$ cat config.mk
export PLATFORM = sky130hd
export DESIGN_NAME = faller_flat
export DESIGN_NICKNAME = d
export VERILOG_FILES = /design/src/rtl/faller_if.sv /design/src/rtl/faller.sv /design/src/flat_wrapper.sv
export SDC_FILE = /design/constraint.sdc
export NUM_CORES = 1
export LEC_CHECK = 0
export ABC_CLOCK_PERIOD_IN_PS = 3540
export CORE_ASPECT_RATIO = 0.7
export CORE_MARGIN = 5
export CORE_UTILIZATION = 56
export CTS_CLUSTER_SIZE = 25
export DETAILED_ROUTE_END_ITERATION = 7
export PLACE_DENSITY = 0.77
export SLEW_MARGIN = 5
export SYNTH_ARGS = -nofsm -noshare
export SYNTH_HDL_FRONTEND = slang
export SYNTH_SLANG_ARGS = --single-unit
$ cat constraint.sdc
create_clock -name clk -period 3.54 [get_ports clk]
set_clock_uncertainty 0.1 [all_clocks]
set_input_delay 0.708 -clock clk [delete_from_list [all_inputs] [get_ports clk]]
set_output_delay 0.708 -clock clk [all_outputs]
set_load 0.02 [all_outputs]
$ cat src/rtl/faller_if.sv
// ============================================================================
// Module : faller_if
// Purpose: Bundles the signals between the falling-block source (faller) and
//          its consumers (stack, VGA renderer).
// Signals:
//   pause       consumer -> faller  1   freeze movement and respawn countdown
//   collision   consumer -> faller  1   one-cycle catch pulse from stack
//   fall_x      faller -> consumer  10  block column, left edge
//   fall_y      faller -> consumer  10  block row, top edge; 1023 = parked
//   fall_color  faller -> consumer  2   block colour, never 2'b00 while active
//   active      faller -> consumer  1   a block is falling
//   miss        faller -> consumer  1   one-cycle pulse on an uncaught block
//   catches     faller -> consumer  8   saturating catch count
//   misses      faller -> consumer  4   saturating miss count
// Modports: master = faller side, slave = consumer side.
// Revision: 1.0 - initial release
// ============================================================================
`timescale 1ns/1ps
`default_nettype none

interface faller_if;
  logic       pause;
  logic       collision;
  logic [9:0] fall_x;
  logic [9:0] fall_y;
  logic [1:0] fall_color;
  logic       active;
  logic       miss;
  logic [7:0] catches;
  logic [3:0] misses;

  modport master (
    input  pause, collision,
    output fall_x, fall_y, fall_color, active, miss, catches, misses
  );

  modport slave (
    output pause, collision,
    input  fall_x, fall_y, fall_color, active, miss, catches, misses
  );
endinterface

`default_nettype wire

$ cat src/rtl/faller.sv
// ============================================================================
// Module : faller
// Purpose: Falling-block source for the stacking game. One block is live at a
//          time: it spawns at a pseudo-random column/colour, descends on each
//          movement tick, and parks off-screen (fall_y = 1023) after a catch
//          or a miss. A fixed number of ticks passes before the next spawn.
// Ports  :
//   clk   in   system clock
//   rst   in   asynchronous, active-high reset
//   bus   faller_if.master (pause/collision in; position, colour, status and
//         counters out)
// Config : SPEEDUP_EN - when defined, the fall step grows by one pixel every
//          four catches, capped at STEP+3. Undefined: constant STEP.
// Revision: 1.0 - initial release
// ============================================================================
`timescale 1ns/1ps
`default_nettype none

module faller #(
  parameter int unsigned DIV_BITS      = 18,
  parameter int unsigned SPAWN_Y       = 0,
  parameter int unsigned FLOOR_Y       = 460,
  parameter int unsigned X_MAX         = 490,
  parameter int unsigned STEP          = 1,
  parameter int unsigned RESPAWN_TICKS = 32,
  parameter logic [15:0] LFSR_SEED     = 16'hACE1
) (
  input  logic     clk,
  input  logic     rst,
  faller_if.master bus
);

  localparam int unsigned WCW = (RESPAWN_TICKS < 2) ? 1 : $clog2(RESPAWN_TICKS + 1);
  localparam logic [WCW-1:0] WAIT_RELOAD = WCW'(RESPAWN_TICKS);
  localparam logic [9:0]     PARK_Y      = 10'h3FF;

  typedef enum logic [2:0] {
    S_WAIT  = 3'd0,
    S_SPAWN = 3'd1,
    S_FALL  = 3'd2,
    S_CATCH = 3'd3,
    S_MISS  = 3'd4
  } state_t;

  state_t              state_q;
  logic [DIV_BITS-1:0] div_q;
  logic [WCW-1:0]      wait_cnt_q;
  logic [15:0]         lfsr_q;
  logic [9:0]          fall_x_q;
  logic [9:0]          fall_y_q;
  logic [1:0]          fall_color_q;
  logic                active_q;
  logic                miss_q;
  logic [7:0]          catches_q;
  logic [3:0]          misses_q;

  logic [15:0] lfsr_d;
  logic [9:0]  spawn_x_d;
  logic [1:0]  spawn_color_d;
  logic [9:0]  step_d;
  logic [9:0]  fall_y_d;
  logic        tick;

  // Galois LFSR, right-shifting; runs every clock, even while paused, so the
  // spawn sequence depends on how long the player paused.
  assign lfsr_d = {1'b0, lfsr_q[15:1]} ^ (lfsr_q[0] ? 16'hB400 : 16'h0000);

  assign tick = (div_q == '0) && !bus.pause;

  assign spawn_x_d     = ({1'b0, lfsr_q[8:0]} > 10'(X_MAX)) ? 10'(X_MAX) : {1'b0, lfsr_q[8:0]};
  // Colour 00 means "no block" to the renderer, so it is remapped to 01.
  assign spawn_color_d = (lfsr_q[15:14] == 2'b00) ? 2'b01 : lfsr_q[15:14];

`ifdef SPEEDUP_EN
  logic [5:0] boost;
  assign boost  = catches_q[7:2];
  assign step_d = 10'(STEP) + ((boost > 6'd3) ? 10'd3 : {4'b0000, boost});
`else
  assign step_d = 10'(STEP);
`endif

  // FLOOR_Y + step stays below 1023, so this 10-bit sum cannot wrap.
  assign fall_y_d = fall_y_q + step_d;

  always_ff @(posedge clk or posedge rst) begin
    if (rst) begin
      state_q      <= S_WAIT;
      div_q        <= '0;
      wait_cnt_q   <= WAIT_RELOAD;
      lfsr_q       <= LFSR_SEED;
      fall_x_q     <= 10'd0;
      fall_y_q     <= PARK_Y;
      fall_color_q <= 2'b00;
      active_q     <= 1'b0;
      miss_q       <= 1'b0;
      catches_q    <= 8'd0;
      misses_q     <= 4'd0;
    end else begin
      div_q  <= div_q + 1'b1;
      lfsr_q <= lfsr_d;
      miss_q <= 1'b0;
      // Pause freezes the whole sequencer, not just the tick.
      if (!bus.pause) begin
        case (state_q)
          S_WAIT: begin
            if (tick) begin
              wait_cnt_q <= wait_cnt_q - 1'b1;
              if (wait_cnt_q == WCW'(1)) state_q <= S_SPAWN;
            end
          end
          S_SPAWN: begin
            fall_x_q     <= spawn_x_d;
            fall_color_q <= spawn_color_d;
            fall_y_q     <= 10'(SPAWN_Y);
            active_q     <= 1'b1;
            state_q      <= S_FALL;
          end
          S_FALL: begin
            // A catch beats a floor hit arriving on the same clock.
            if (bus.collision) begin
              state_q <= S_CATCH;
            end else if (tick) begin
              fall_y_q <= fall_y_d;
              if (fall_y_d >= 10'(FLOOR_Y)) state_q <= S_MISS;
            end
          end
          S_CATCH: begin
            if (catches_q != 8'hFF) catches_q <= catches_q + 1'b1;
            fall_y_q   <= PARK_Y;
            active_q   <= 1'b0;
            wait_cnt_q <= WAIT_RELOAD;
            state_q    <= S_WAIT;
          end
          S_MISS: begin
            miss_q <= 1'b1;
            if (misses_q != 4'hF) misses_q <= misses_q + 1'b1;
            fall_y_q   <= PARK_Y;
            active_q   <= 1'b0;
            wait_cnt_q <= WAIT_RELOAD;
            state_q    <= S_WAIT;
          end
          default: state_q <= S_WAIT;
        endcase
      end
    end
  end

  assign bus.fall_x     = fall_x_q;
  assign bus.fall_y     = fall_y_q;
  assign bus.fall_color = fall_color_q;
  assign bus.active     = active_q;
  assign bus.miss       = miss_q;
  assign bus.catches    = catches_q;
  assign bus.misses     = misses_q;

endmodule

`default_nettype wire
$ cat src/flat_wrapper.sv
// flat-port wrapper written by rule: the top's interface ports become plain ports
module faller_flat 
#(
  parameter int unsigned DIV_BITS      = 18,
  parameter int unsigned SPAWN_Y       = 0,
  parameter int unsigned FLOOR_Y       = 460,
  parameter int unsigned X_MAX         = 490,
  parameter int unsigned STEP          = 1,
  parameter int unsigned RESPAWN_TICKS = 32,
  parameter logic [15:0] LFSR_SEED     = 16'hACE1
)
  (clk, rst, bus_pause, bus_collision, bus_fall_x, bus_fall_y, bus_fall_color, bus_active, bus_miss, bus_catches, bus_misses);
  faller_if bus_i ();
  input  logic clk;
  input  logic rst;
  input wire logic [$bits(bus_i.pause)-1:0] bus_pause;
  input wire logic [$bits(bus_i.collision)-1:0] bus_collision;
  output wire logic [$bits(bus_i.fall_x)-1:0] bus_fall_x;
  output wire logic [$bits(bus_i.fall_y)-1:0] bus_fall_y;
  output wire logic [$bits(bus_i.fall_color)-1:0] bus_fall_color;
  output wire logic [$bits(bus_i.active)-1:0] bus_active;
  output wire logic [$bits(bus_i.miss)-1:0] bus_miss;
  output wire logic [$bits(bus_i.catches)-1:0] bus_catches;
  output wire logic [$bits(bus_i.misses)-1:0] bus_misses;
  assign bus_i.pause = bus_pause;
  assign bus_i.collision = bus_collision;
  assign bus_fall_x = bus_i.fall_x;
  assign bus_fall_y = bus_i.fall_y;
  assign bus_fall_color = bus_i.fall_color;
  assign bus_active = bus_i.active;
  assign bus_miss = bus_i.miss;
  assign bus_catches = bus_i.catches;
  assign bus_misses = bus_i.misses;
  faller #(.DIV_BITS(DIV_BITS), .SPAWN_Y(SPAWN_Y), .FLOOR_Y(FLOOR_Y), .X_MAX(X_MAX), .STEP(STEP), .RESPAWN_TICKS(RESPAWN_TICKS), .LFSR_SEED(LFSR_SEED)) u_core (.clk(clk), .rst(rst), .bus(bus_i));
endmodule
* Yosys cells after proc, flatten, opt, wreduce, memory -nomap -nowiden
Cells that the tools add are included.
** Word-level totals
- Logic and storage cells :: 66
- Input bits :: 4
- Bits in registers :: 79
** Operators by class
- Bitwise gates (word level) :: 2
- Reductions and logical operators :: 16
- Magnitude comparators :: 2
- Add/subtract/negate cells :: 5
- Equal/unequal tests :: 13
- Mux-type cells :: 17
** Operators with widths (number)
- $pmux 10 s3 :: 1
- $mux 10 :: 2
- $add 18x1->18 const B :: 1
- $logic_not 18->1 :: 1
- $mux 16 :: 1
- $xor 15x16->16 :: 1
- $mux 3 :: 5
- $pmux 6 s2 :: 1
- $add 10x1->10 const B :: 1
- $ge 10x9->1 const B :: 1
- $gt 9x9->1 const B :: 1
- $mux 9 :: 1
- $pmux 3 s3 :: 1
- $reduce_and 3->1 :: 3
- $add 8x1->8 const B :: 1
- $ne 8x8->1 const B :: 1
- $eq 3x2->1 const B :: 2
- $eq 6x1->1 const B :: 1
- $mux 6 :: 1
- $ne 2x1->1 const B :: 3
- $ne 3x2->1 const B :: 2
- $sub 6x1->6 const B :: 1
- $reduce_and 5->1 :: 1
- $add 4x1->4 const B :: 1
- 17 further kinds :: 20

* Depth between registers and ports, before layout
- Word-level depth :: 6
- Gate-level depth with buffers :: 8
- Mapped depth without buffers :: 7

* Least setup slack after synthesis
No wires, ideal clock.
- Kind :: register to register
- From :: reg u_core.fall_y_q[3], in the netlist u_core.bus.fall_y[3]
- To :: reg u_core.state_q[1]
- Slack :: 1401 ps
- Cell stages (with the launch flop) :: 7
- Arrival :: 1919 ps
- Required time :: 3320 ps
- Buffers on the path :: 1
- Clock period less this slack :: 2139 ps
- Cell sequence :: dfstp_2 > buf_2 > nand4_1 > or4_1 > xnor2_1 > a41oi_1 > a31o_2
** On the way
- Longest elaborated chain between the ends :: 4
** RTL lines
- start, declared :: line faller.sv:50 : logic [9:0] fall_y_q;
- start signal, assigned :: line faller.sv:114 : fall_y_q <= 10'(SPAWN_Y);
- start signal, assigned :: line faller.sv:123 : fall_y_q <= fall_y_d;
- $add 10x1->10 :: line faller.sv:83 : assign fall_y_d = fall_y_q + step_d;
- $ge 10x9->1 :: line faller.sv:124 : if (fall_y_d >= 10'(FLOOR_Y)) state_q <= S_MISS;
- $ne 3x2->1 (no line)
- $reduce_and 5->1 (no line)
- end signal, assigned :: line faller.sv:87 : state_q <= S_WAIT;
- end signal, assigned :: line faller.sv:124
- end signal, assigned :: line faller.sv:132 : state_q <= S_WAIT;
- end, declared :: line faller.sv:45 : state_t state_q;
No other way between the ends.
A chain may end at the register's enable or synchronous reset.

* Worst setup path after layout
- From :: in bus_pause
- To :: reg u_core.fall_y_q[1], in the netlist u_core.bus.fall_y[1]
** On the way
- Longest elaborated chain between the ends :: 4
** RTL lines
- start, declared :: line flat_wrapper.sv:16 : input wire logic [$bits(bus_i.pause)-1:0] bus_pause;
- $logic_not 1->1 :: line faller.sv:68 : assign tick = (div_q == '0) && !bus.pause;
- $logic_and 1x1->1 :: line faller.sv:68
- $ne 2x1->1 (no line)
- $reduce_and 4->1 (no line) (*)
Every way passes the cells marked *; elsewhere a longest branch is shown, timed or not.

==> flow_summary.yaml <==
run_status:
  run_status: "complete, no violations"
sta:
  worst_margin_pin_slew_ns: 0.809
  finalSetupViolations: 0
  layout_min_cycle_time_ns: 2.53
  final_min_period_over_clock_period_pct: 71.5
  final.setup.tns_ns: 0
  fmax_ghz: 0.395
  report.final.hold_viol_count: 0
  slew_limit_headroom_pct: 45.9
  setup_repair_after_global_routing_missed_its_margin: "no"
  slew_viol_final: 0
detailed_routing:
  vias: 2850
  wl_per_cell_um: 16.2
  drtIter0Drc: 131
  ant_nets: 0
  drt_pre_antenna_iters: 4
  post-route-drc-count: 0
  detail_route.vias_per_cell: 5.75
  routed_wl_um: 8060
layout:
  areaGrowthSynthToFinish_pct: 17.5
  mostFrequentLayoutCells: "sky130_fd_sc_hd__dfrtp_1 (59), sky130_fd_sc_hd__nand2_1 (40), sky130_fd_sc_hd__clkdlybuf4s50_1 (38), sky130_fd_sc_hd__nor2_1 (29), sky130_fd_sc_hd__dfstp_2 (19)"
  finish.net_count: 411
  insertedDiodeCount: 0
  layout.cells.most_common: "sky130_fd_sc_hd__dfrtp_1"
  filler_cell_count: 486
  layout-drive-gt1-share_pct: 13.8
  final_util_pct: 69.2
worst_setup_path:
  timing_worst_setup_path_type: "input pin to flip-flop"
  critPathRequiredTime_ns: 3.73
  critical_path_at_ns: 2.72
  start_point_of_the_critical_path: "bus_pause"
  worstRegToRegCells: 7
  timing.critical_path.to_type: "flip-flop"
  reg2reg_from: "u_core.div_q[0]$_DFF_PP0_"
  worst_setup_path_start_kind: "input pin"
  critical_path.max_fanout: 14
cts:
  clock_sink_count: 78
  cts_post_setup_buffers_inserted: 0
  cts_max_path_buffers: 2
  holdBufCountCts: 0
  tritoncts: "built"
  cts-root-buf: "sky130_fd_sc_hd__clkbuf_8"
  post_cts.resized_instances: 0
  clk_latency_ns: 0.35
  path_clk_slew_ns: 0.09
  cts_max_level: 3
  cts_made_buffers: 9
synthesis:
  synth_seq_cells: 78
  yosys_warnings: 0
  synth_top_family_by_area: "simple AND/OR/NAND/NOR gates"
  synthXorXnorAreaFrac_pct: 6.81
  synth_nets: 371
  postSynth.topFlopCell: "sky130_fd_sc_hd__dfrtp_1"
  synth-seq-area-share_pct: 52.9
  async_reset_ff_share_pct: 100
  synth-adder-area-share_pct: 2.35
  syn-cell-area_um2: 3730
  synth.mux.area_fraction_pct: 1.54
  synth-edff-count: 0
  synthesized_area_fraction_occupied_by_ao_oa_aoi_and_oai_cells_pct: 13.7
  post_synth_num_cell_types: 59
  synthesis.area_per_instance_um2: 10.4
  synth_cells: 360
  post_synth_and_or_nand_nor_area_fraction_pct: 19.1
pwr:
  cellLeakagePower_nw: 1.95
  cellPowerDensity_nw_per_um2: 618
  peakVddDrop_uv: 389
  design_power_total_mw: 2.71
floorplanning:
  die_y_um: 78.3
  die_area_um2: 8420
  initial_utilization_pct: 58.9
  placement_rows: 24
  placeable_core_region_um2: 6340
  die_width_um: 108
  io_pins: 40
global_route:
  grt_start_max_net_pins: 36
  grt_pass1_vias: 2746
  grt_first_pass_wirelength_um: 13600
  track_usage_pct: 20.2
  total_overflow_reported_by_the_global_router: 0
  grt_antenna_before_repair: 0
place:
  numPortBuffers: 38
  hpwl_um: 5650
  global_placement_routability_congestion: 0.858
worst_hold_path:
  min_path_cells: 0
  min_path_type: "flip-flop to flip-flop"
  min_from: "u_core.lfsr_q[9]$_DFF_PP0_"
run:
  drv_cap: 0
[path summary, 6_finish.rpt]
kind	to	slack, ns
worst max-delay path	u_core.bus.fall_y[1]$_DFFE_PP1P_	1.01
worst max register to register	u_core.bus.fall_y[1]$_DFFE_PP1P_	1.19
worst min-delay path	u_core.lfsr_q[8]$_DFF_PP0_	0.26
min in group asynchronous	u_core.bus.miss$_DFF_PP0_	0.64
max in group asynchronous	u_core.bus.fall_y[0]$_DFFE_PP1P_	1.97
worst min register to register	u_core.lfsr_q[8]$_DFF_PP0_	0.26
[routing by layer]
metal	up-vias	share of wire (%)	track usage [%]
met1	1392	48	29.0
met2	79	45	30.1
met4	0	1.5	7.06
met3	16	5.2	4.84
li1	1363	-	-
met5	-	0	0
[critical path, cell delays in order]
cell	delay, ns
sky130_fd_sc_hd__clkdlybuf4s50_1	0.41
sky130_fd_sc_hd__buf_4	0.19
sky130_fd_sc_hd__nor4_2	0.17
sky130_fd_sc_hd__nand3_2	0.22
sky130_fd_sc_hd__nor4_4	0.53
sky130_fd_sc_hd__o21ai_4	0.17
sky130_fd_sc_hd__mux2_4	0.33
[sequential cells by signal, indices dropped and copies added (netlist names)]
signal                 cells
u_core.bus.fall_y         10
u_core.div_q              18
u_core.state_q             3
u_core.bus.active          1
u_core.wait_cnt_q          6
u_core.bus.misses          4
u_core.bus.catches         8
u_core.bus.fall_x          9
u_core.bus.miss            1
u_core.lfsr_q             16
u_core.bus.fall_color      2
[cell type report]
cell class	instances	area (µm²)	area share, %
sequential	78	1980	45.0
tap	91	114	2.60
clock buffer	9	124	2.82
inverter	16	60.1	1.37
timing repair buffer	43	430	9.81
clock inverter	7	52.6	1.20
multi-input combinational	252	1630	37.1
[report_power, final]
| group | internal (mW) | switching, mW | total (mW) |
|---|---|---|---|
| registers | 1.06 | 0.190 | 1.25 |
| logic | 0.399 | 0.449 | 0.847 |
| clock network | 0.262 | 0.354 | 0.616 |
[cell usage after synthesis (4+ instances only)]
cell type                    n  area, µm²
sky130_fd_sc_hd__xnor2_1    14        123
sky130_fd_sc_hd__a21oi_1    18       90.1
sky130_fd_sc_hd__clkbuf_1    8       30.0
sky130_fd_sc_hd__nand2_1    40        150
sky130_fd_sc_hd__nor3_1      7       35.0
sky130_fd_sc_hd__dfstp_2    19        499
sky130_fd_sc_hd__inv_1      16       60.1
sky130_fd_sc_hd__dfrtp_1    59       1480
sky130_fd_sc_hd__and3_1      7       43.8
sky130_fd_sc_hd__o2bb2ai_1   6       52.6
sky130_fd_sc_hd__o21ai_0    18       90.1
sky130_fd_sc_hd__xor2_1     15        131
sky130_fd_sc_hd__nand4_1     8       50.1
sky130_fd_sc_hd__a31oi_1     4       25.0
sky130_fd_sc_hd__ha_1        7       87.6
sky130_fd_sc_hd__or3_1       4       25.0
sky130_fd_sc_hd__nand3_1    13       65.1
sky130_fd_sc_hd__nor2_1     29        109
[stage by stage]
stage	cell area [µm²]	cells	hold WS, ns	worst slack, ns
global route	4390	496	0.266	0.868
finish	4390	496	0.257	1.01
floorplan	3730	360	0.231	0.768
global placement	4210	480	0.236	0.678
detailed placement	4210	480	0.235	0.640
CTS	4390	496	0.252	1.02
[kinds of logic (layout without fill, tap and decap cells)]
group,after synthesis,after routing
flops,78,78
buf+inv,30,75
other cells,1,1
compound gates,75,75
fa+ha+maj,7,7
xor+xnor,29,29
simple gates,135,135
mux,5,5
Note: power is estimated with default switching activity, not from simulation.
